**config.mk**
```make
export PLATFORM = sky130hd
export DESIGN_NAME = axi_node_cfg_loader
export DESIGN_NICKNAME = d
export VERILOG_FILES = /design/src/rtl/axi_node_cfg_loader.sv
export SDC_FILE = /design/constraint.sdc
export NUM_CORES = 1
export LEC_CHECK = 0
export CAP_MARGIN = 20
export CORE_ASPECT_RATIO = 2
export CORE_MARGIN = 3
export CORE_UTILIZATION = 39
export CTS_CLUSTER_DIAMETER = 80
export DETAILED_ROUTE_END_ITERATION = 6
export HOLD_SLACK_MARGIN = 0.15
export PLACE_DENSITY = 0.81
export RECOVER_POWER = 25
export SYNTH_ARGS = -nofsm -noshare
export SYNTH_HDL_FRONTEND = slang
export SYNTH_SLANG_ARGS = --single-unit
export TNS_END_PERCENT = 50
```
**constraint.sdc**
```tcl
create_clock -name s_axi_aclk -period 2.5 [get_ports s_axi_aclk]
set_clock_uncertainty 0.15 [all_clocks]
set_input_delay 0.75 -clock s_axi_aclk [delete_from_list [all_inputs] [get_ports s_axi_aclk]]
set_output_delay 0.75 -clock s_axi_aclk [all_outputs]
set_load 0.01 [all_outputs]
```
**src/rtl/axi_node_cfg_loader.sv**
```systemverilog
// AXI-Lite master that replays a (addr, data, strb) table into the node config regfile.
// Optional readback verify: define CFG_LOADER_VERIFY_EN.
module axi_node_cfg_loader #(
  parameter int ADDR_WIDTH  = 32,
  parameter int DATA_WIDTH  = 32,
  parameter int N_ENTRIES   = 64,
  parameter int TIMEOUT_CYC = 256,
  localparam int IDX_W = (N_ENTRIES > 1) ? $clog2(N_ENTRIES) : 1
) (
  input  logic                  s_axi_aclk,
  input  logic                  s_axi_aresetn,
  input  logic                  start_i,
  output logic                  busy_o,
  output logic                  done_o,
  output logic                  error_o,
  output logic [IDX_W-1:0]      err_idx_o,
  output logic [IDX_W-1:0]      tbl_idx_o,
  input  logic [ADDR_WIDTH-1:0] tbl_addr_i,
  input  logic [DATA_WIDTH-1:0] tbl_data_i,
  input  logic [3:0]            tbl_strb_i,
  output logic [ADDR_WIDTH-1:0] m_axi_awaddr,
  output logic                  m_axi_awvalid,
  input  logic                  m_axi_awready,
  output logic [DATA_WIDTH-1:0] m_axi_wdata,
  output logic [3:0]            m_axi_wstrb,
  output logic                  m_axi_wvalid,
  input  logic                  m_axi_wready,
  input  logic [1:0]            m_axi_bresp,
  input  logic                  m_axi_bvalid,
  output logic                  m_axi_bready,
  output logic [ADDR_WIDTH-1:0] m_axi_araddr,
  output logic                  m_axi_arvalid,
  input  logic                  m_axi_arready,
  input  logic [DATA_WIDTH-1:0] m_axi_rdata,
  input  logic [1:0]            m_axi_rresp,
  input  logic                  m_axi_rvalid,
  output logic                  m_axi_rready
);

  localparam logic [3:0] S_IDLE  = 4'd0;
  localparam logic [3:0] S_FETCH = 4'd1;
  localparam logic [3:0] S_WRITE = 4'd2;
  localparam logic [3:0] S_BRESP = 4'd3;
`ifdef CFG_LOADER_VERIFY_EN
  localparam logic [3:0] S_AR    = 4'd4;
  localparam logic [3:0] S_R     = 4'd5;
`endif
  localparam logic [3:0] S_NEXT  = 4'd6;
  localparam logic [3:0] S_DONE  = 4'd7;
  localparam logic [3:0] S_ERR   = 4'd8;

  localparam logic [IDX_W-1:0] IDX_LAST = IDX_W'(N_ENTRIES - 1);

  localparam bit WD_EN = (TIMEOUT_CYC > 0);
  localparam int WD_W  = (TIMEOUT_CYC > 1) ? $clog2(TIMEOUT_CYC) : 1;
  localparam logic [WD_W-1:0] WD_LAST =
    WD_W'((TIMEOUT_CYC > 0) ? TIMEOUT_CYC - 1 : 0);

  logic [3:0]            state_q, state_d;
  logic [IDX_W-1:0]      idx_q, idx_d;
  logic [ADDR_WIDTH-1:0] addr_q, addr_d;
  logic [DATA_WIDTH-1:0] data_q, data_d;
  logic [3:0]            strb_q, strb_d;
  logic                  awvalid_q, awvalid_d;
  logic                  wvalid_q, wvalid_d;
  logic                  bready_q, bready_d;
  logic                  error_q, error_d;
  logic [IDX_W-1:0]      err_idx_q, err_idx_d;
  logic [WD_W-1:0]       wd_q, wd_d;
  logic                  wd_to;

  assign wd_to = WD_EN && (wd_q == WD_LAST);

`ifdef CFG_LOADER_VERIFY_EN
  logic arvalid_q, arvalid_d;
  logic rready_q, rready_d;
  logic rd_mismatch;

  // Readback compare, only on bytes this record actually wrote
  always_comb begin
    rd_mismatch = 1'b0;
    for (int b = 0; b < 4; b++) begin
      if (strb_q[b] && (m_axi_rdata[8*b +: 8] != data_q[8*b +: 8]))
        rd_mismatch = 1'b1;
    end
  end

  assign m_axi_araddr  = addr_q;
  assign m_axi_arvalid = arvalid_q;
  assign m_axi_rready  = rready_q;
`else
  logic unused_rd;
  assign unused_rd = ^{m_axi_arready, m_axi_rdata,
                       m_axi_rresp, m_axi_rvalid};
  assign m_axi_araddr  = '0;
  assign m_axi_arvalid = 1'b0;
  assign m_axi_rready  = 1'b0;
`endif

  // Sequencer next-state; each wait state can bail to ERR on watchdog
  always_comb begin
    state_d   = state_q;
    idx_d     = idx_q;
    addr_d    = addr_q;
    data_d    = data_q;
    strb_d    = strb_q;
    awvalid_d = awvalid_q;
    wvalid_d  = wvalid_q;
    bready_d  = bready_q;
    error_d   = error_q;
    err_idx_d = err_idx_q;
`ifdef CFG_LOADER_VERIFY_EN
    arvalid_d = arvalid_q;
    rready_d  = rready_q;
`endif
    case (state_q)
      S_IDLE: begin
        if (start_i) begin
          state_d = S_FETCH;
          idx_d   = '0;
          error_d = 1'b0;
        end
      end
      S_FETCH: begin
        addr_d = tbl_addr_i;
        data_d = tbl_data_i;
        strb_d = tbl_strb_i;
        if (tbl_strb_i == 4'h0) begin
          state_d = S_DONE;
        end else begin
          state_d   = S_WRITE;
          awvalid_d = 1'b1;
          wvalid_d  = 1'b1;
        end
      end
      S_WRITE: begin
        awvalid_d = awvalid_q & ~m_axi_awready;
        wvalid_d  = wvalid_q & ~m_axi_wready;
        if (!awvalid_d && !wvalid_d) begin
          state_d  = S_BRESP;
          bready_d = 1'b1;
        end else if (wd_to) begin
          state_d   = S_ERR;
          awvalid_d = 1'b0;
          wvalid_d  = 1'b0;
        end
      end
      S_BRESP: begin
        if (m_axi_bvalid) begin
          bready_d = 1'b0;
          if (m_axi_bresp != 2'b00) begin
            state_d = S_ERR;
          end else begin
`ifdef CFG_LOADER_VERIFY_EN
            state_d   = S_AR;
            arvalid_d = 1'b1;
`else
            state_d = S_NEXT;
`endif
          end
        end else if (wd_to) begin
          state_d  = S_ERR;
          bready_d = 1'b0;
        end
      end
`ifdef CFG_LOADER_VERIFY_EN
      S_AR: begin
        if (m_axi_arready) begin
          arvalid_d = 1'b0;
          rready_d  = 1'b1;
          state_d   = S_R;
        end else if (wd_to) begin
          arvalid_d = 1'b0;
          state_d   = S_ERR;
        end
      end
      S_R: begin
        if (m_axi_rvalid) begin
          rready_d = 1'b0;
          if ((m_axi_rresp != 2'b00) || rd_mismatch)
            state_d = S_ERR;
          else
            state_d = S_NEXT;
        end else if (wd_to) begin
          rready_d = 1'b0;
          state_d  = S_ERR;
        end
      end
`endif
      S_NEXT: begin
        if (idx_q == IDX_LAST) begin
          state_d = S_DONE;
        end else begin
          idx_d   = idx_q + IDX_W'(1);
          state_d = S_FETCH;
        end
      end
      S_DONE: state_d = S_IDLE;
      S_ERR: begin
        error_d   = 1'b1;
        err_idx_d = idx_q;
        state_d   = S_IDLE;
      end
      default: state_d = S_IDLE;
    endcase
    wd_d = (state_d != state_q) ? '0 : wd_q + WD_W'(1);
  end

  // State and datapath registers
  always_ff @(posedge s_axi_aclk or negedge s_axi_aresetn) begin
    if (!s_axi_aresetn) begin
      state_q   <= S_IDLE;
      idx_q     <= '0;
      addr_q    <= '0;
      data_q    <= '0;
      strb_q    <= '0;
      awvalid_q <= 1'b0;
      wvalid_q  <= 1'b0;
      bready_q  <= 1'b0;
      error_q   <= 1'b0;
      err_idx_q <= '0;
      wd_q      <= '0;
`ifdef CFG_LOADER_VERIFY_EN
      arvalid_q <= 1'b0;
      rready_q  <= 1'b0;
`endif
    end else begin
      state_q   <= state_d;
      idx_q     <= idx_d;
      addr_q    <= addr_d;
      data_q    <= data_d;
      strb_q    <= strb_d;
      awvalid_q <= awvalid_d;
      wvalid_q  <= wvalid_d;
      bready_q  <= bready_d;
      error_q   <= error_d;
      err_idx_q <= err_idx_d;
      wd_q      <= wd_d;
`ifdef CFG_LOADER_VERIFY_EN
      arvalid_q <= arvalid_d;
      rready_q  <= rready_d;
`endif
    end
  end

  assign busy_o        = (state_q != S_IDLE);
  assign done_o        = (state_q == S_DONE);
  assign error_o       = error_q;
  assign err_idx_o     = err_idx_q;
  assign tbl_idx_o     = idx_q;
  assign m_axi_awaddr  = addr_q;
  assign m_axi_awvalid = awvalid_q;
  assign m_axi_wdata   = data_q;
  assign m_axi_wstrb   = strb_q;
  assign m_axi_wvalid  = wvalid_q;
  assign m_axi_bready  = bready_q;

endmodule

```
; ---- Word level (Yosys, flattened, before mapping)
; Cells that the tools add are included.
[word_totals]
reg_bits = 96
inputBits = 112
out_inout_bits = 120
[classes]
n_addsub = 2
n_eq_ne = 14
mux = 25
n_bitwise = 4
n_reduce_logical = 15
[ops]
columns = cell, n
row1 = 4-bit two-way mux, 5
row2 = 4-bit case mux with 5 select lines, 1
row3 = 6-bit two-way mux, 2
row4 = 6-bit case mux with 2 select lines, 1
row5 = 2-bit nonzero test, 5
row6 = 1-bit two-way mux, 9
row7 = 8-bit by 1-bit adder with 8-bit output (second input constant), 1
row8 = 4-bit by 2-bit == test with 1-bit output (second input constant), 2
row9 = 4-bit by 3-bit == test with 1-bit output (second input constant), 2
row10 = 8-bit == test (second input constant), 1
row11 = 4-bit logical NOT, 2
row12 = 8-bit two-way mux, 1
row13 = 2-bit != test (second input constant), 4
row14 = 1-bit case mux with 2 select lines, 4
row15 = 6-bit by 1-bit adder with 6-bit output (second input constant), 1
row16 = 6-bit == test (second input constant), 1
row17 = 3-bit two-way mux, 2
row18 = 3-bit AND reduction, 2
row19 = 4-bit by 1-bit == test with 1-bit output (second input constant), 1
row20 = 4-bit == test (second input constant), 1
row21 = 4-bit != test, 1
row22 = 2-bit AND reduction, 2
row23 = 4-bit nonzero test, 1
row24 = 3-bit != test (second input constant), 1
row25 = 4 further kinds, 7

; ---- Depth between registers and ports, before layout
; Gate-level depths: netlist of run 1.
[depth]
word_depth = 8
mapped_depth = 7
ltp_nobuf = 6

; ---- Worst setup path after synthesis of run 1
; No wires, ideal clock.
[synth_timing]
path_kind = input to register
startpoint = in m_axi_bresp[1]
endpoint = reg wd_q[2]
setup_ps = 74
arrival_ps = 1763
t_required_ps = 2276
path_slack_ps = 513
cell_stages = 5
n_path_buf = 0
cell_sequence = or3b_1 and2_1 o221ai_2 nand4_2 nor2_1
[synth_via]
elab_chain_len = 6
[synth_lines]
columns = item, line
row1 = from (decl), 28  ; input logic [1:0] m_axi_bresp,
row2 = 2-bit nonzero test, 151  ; if (m_axi_bresp != 2'b00) begin
row3 = 4-bit two-way mux, 151
row4 = 4-bit two-way mux, 149  ; if (m_axi_bvalid) begin
row5 = 4-bit case mux with 5 select lines, 116  ; case (state_q)
row6 = 4-bit != test, 206  ; wd_d = (state_d != state_q) ? '0 : wd_q + WD_W'(1);
row7 = 8-bit two-way mux, 206
row8 = net wd_d[2], 69  ; logic [WD_W-1:0] wd_q, wd_d;
row9 = to (signal assigned), 238  ; wd_q <= wd_d;
row10 = to (decl), 69
; The timed path passes the listed nets, and every way through them passes these cells.
; A chain may end at the register's enable or synchronous reset.

; ---- Worst setup path after layout of run 1
[layout_timing]
startpoint = reg state_q[3]
endpoint = out busy_o
[layout_via]
elab_chain_len = 1
[layout_lines]
columns = item, line
row1 = from (decl), 59  ; logic [3:0] state_q, state_d;
row2 = from (signal assigned), 228  ; state_q <= state_d;
row3 = 4-bit nonzero test, 246  ; assign busy_o = (state_q != S_IDLE);
row4 = to (decl), 13  ; output logic busy_o,
; No other way between the ends.

==> results of run 1 <==
==> registers in the layout, indices dropped and copies added, names as in the netlist <==
name           count
err_idx_o          6
m_axi_wvalid       1
wd_q               8
state_q            4
m_axi_wstrb        4
tbl_idx_o          6
m_axi_bready       1
m_axi_awvalid      1
m_axi_awaddr      32
m_axi_wdata       32
error_o            1
==> cells in the final DEF, fill, tap and decap left out, types with 3 or more instances in the layout <==
cell and count:
and3_1 5, inv_1 4, clkinvlp_4 3, nand2b_1 3, clkdlybuf4s50_1 159, o21ai_0 5
nand2_1 8, clkbuf_16 9, nand3_1 5, a21oi_1 6, nor2_1 19, xnor2_1 4
dfrtp_1 95, mux2_2 75, conb_1 34, xor2_1 6, buf_4 13, a21o_1 3
==> metrics by stage <==
step | setup slack, ns | cells | utilization, % | instance area [um^2] | TNS [ns]
5_1_grt | 0.01558 | 637 | 59.42 | 6265 | 0
2_1_floorplan | 0.5131 | 355 | - | 4349 | 0
6_report | 0.07191 | 637 | 59.42 | 6265 | 0
3_3_place_gp | -0.05146 | 620 | 56.37 | 5943 | -0.3811
3_5_place_dp | -0.09451 | 620 | 56.37 | 5943 | -0.5863
4_1_cts | 0.001986 | 637 | 59.38 | 6261 | 0
==> cell usage after synthesis (2+ instances only) <==
cell,count
dfrtp_1,96
and2_1,2
xor2_1,6
nand2_1,8
ha_1,2
nand4_1,2
inv_1,4
buf_2,8
xnor2_1,4
buf_4,36
a31oi_1,2
o21ai_0,5
a21oi_1,6
a21o_1,3
mux2_2,75
nor2_2,2
nor2_1,19
nor3_1,2
nand2b_1,3
nand3_1,5
clkbuf_1,3
and3_1,5
==> metal layers <==
layer  track usage, %  up-vias  wire length [um]
li1                 -     1398                 -
met1            17.76     1510              3336
met2            35.14      146              6344
met3            4.776       22               715
met4            9.016        0               344
met5                0        -                 0
==> power by group through the flow <==
stage,registers (mW),logic (mW),clock network (mW)
detailed placement,2.65,3.44,0
finish,2.61,3.42,1.42
CTS,2.62,3.47,1.46
global route,2.71,3.67,1.52
global placement,2.59,3.37,0
floorplan,2.90,1.36,0
==> what timing repair did <==
action / in CTS / in global routing
gates resized for setup: 1 / 2
setup endpoints to repair: 2 / 2
hold buffers: 0 / 0
setup buffers: 1 / 0
==> cell type report <==
cell class / instances / area [um^2] / share of cell area (%)
Timing Repair Buffer: 176 / 1745 / 27.86
Sequential cell: 96 / 2404 / 38.37
Tap cell: 137 / 171.4 / 2.736
Inverter: 4 / 15.01 / 0.2397
Multi-Input combinational cell: 208 / 1620 / 25.86
Clock buffer: 12 / 256.5 / 4.094
Clock inverter: 4 / 52.55 / 0.8388
==> cells by family (layout without fill, tap and decap cells) <==
logic type,after synthesis,in the layout,synth area share [%]
compound gates,27,27,4.649
buf+inv,51,196,7.966
mux,75,75,19.99
other cells,1,34,0.08875
flops,96,96,56.86
fa+ha+maj,2,2,0.5921
xor+xnor,10,10,2.073
simple gates,60,60,7.788
==> worst max-delay path by stage <==
stage | from | end | cells past startpoint
after CTS | state_q[3] | busy_o | 3
after floorplan | m_axi_bresp[1] | wd_q[2] | 5
after detailed placement | tbl_strb_i[1] | wd_q[6] | 7
final | state_q[3] | busy_o | 3
after global placement | tbl_strb_i[1] | wd_q[1] | 7
after global routing | state_q[3] | busy_o | 3
==> worst register-to-register path: cells and delay by family, from the launching register on <==
family,cells,cell delay [ns]
AND/OR/NAND/NOR,3,0.80
AO/OA/AOI/OAI,2,0.47
flip-flops,1,0.45
buffers and inverters,1,0.18
==> reports/qor.csv, run 1 <==
metric;value;unit
Yosys top cell by area;dfrtp_1;
worst min-delay path startpoint;wd_q[0];
Mapped Cells;322;
Crit-path slowest cell;clkdlybuf4s50_1;
leakage power;2.688;nW
routability cong.;0.8639;
Top FF cell, synth;dfrtp_1;
max incr delay on CP;0.49;ns
final setup vio count;0;
Worst VDD drop;711.9;uV
DIE HEIGHT;153.2;um
layout cells sized above 1;22.40;%
H-tree depth;3;
status;complete, but fails checks;
FFs w/ async S/R, synth;100.0;%
DRT antenna net count;0;
Reg-to-Reg End;wd_q[6];
setup slack, reg-to-reg;0.35;ns
worst r2r src;state_q[3];
hold slack;0.3293;ns
HP Class;flip-flop to flip-flop;
Final Max Tran Viols;30;
Final Hold Viols;0;
Tot Pwr;7.457;mW
drt total wl;10740;um
worst skew pair latency;0.34;ns
Residual DRC;0;
routed len/inst;16.86;um
vias per cell;4.829;
RSZ-0062 raised after global routing;false;
kind of critical path;flip-flop to primary output;
Die W;79.60;um
Worst setup EP type;primary output;
CP Cell Sequence;nor2_4 > nand2_1 > clkdlybuf4s50_1;
drt first pass iters;4;
Hold EP;wd_q[0];
FILL cells;828;
Initial Util;40.07;%
Core Region;10540;um^2
Total GRT Usage;18.59;%
clock tree from TritonCTS;yes;
TritonCTS buffer count;9;
clk sinks;96;
dpl hpwl;8184;um
# rows;53;
Worst EP required;1.60;ns
Final period util;97.12;%
Buf/Inv on CP;1;
GRT overflow;0;
Clock power frac;19.0;%
first-pass GRT wire length;17390;um
Slew HR;-10.68;%
Max Fclk;0.4118;GHz
failing checks;max-capacitance violations, max-slew violations;
largest net degree at the start of global routing;60;
sequential power share;35.1;%
total number of yosys warnings;0;
sw frac;31.06;%
CP arrival;1.53;ns
die area;12190;um^2
Net Switching;2.316;mW
library cells used by synthesis;46;
CP top delay family;buffers and inverters;
Register-to-Register Path Depth;6;
post-synthesis register bit count;96;
clock buffer depth;2;
antenna diode count;0;
routed vias;3076;
Yosys top cell area share;56.86;%
number of synthesized flops with an enable pin;0;
PwrDens;1190;nW/um^2
vias in the first global route;3392;
initial antenna violation count;0;
leading post-synthesis cells by cell area;dfrtp_1, mux2_2, buf_4;
Ports;232;
sequential share of the synthesized area;56.86;%
Startpoint Class;flip-flop;
initial drt markers;112;
Post-Syn Area;4225;um^2
area delta synth->final;48.27;%
crit-path max FO;5;
Min-Delay Path Depth;1;
syn avg cell area;13.12;um^2
CTS clk-pin slew, worst paths;0.06;ns
Worst Max-Slew Pin Slew;1.660;ns
CTS root buf;clkbuf_16;
Max Cap Viol;1;
Period minus WS final;2.428;ns
P_int;5.141;mW
IO Port Bufs;161;
nets;609;
combinational group share of total power;45.9;%
Power figures use the tool's default switching activity.
==> run 2: changes to the inputs <==
Settings changed: ABC_CLOCK_PERIOD_IN_PS set to 2500, GPL_ROUTABILITY_DRIVEN set to 1.
==> results of run 2 <==
Final layout, timing and power as in run 1 (identical DEF).
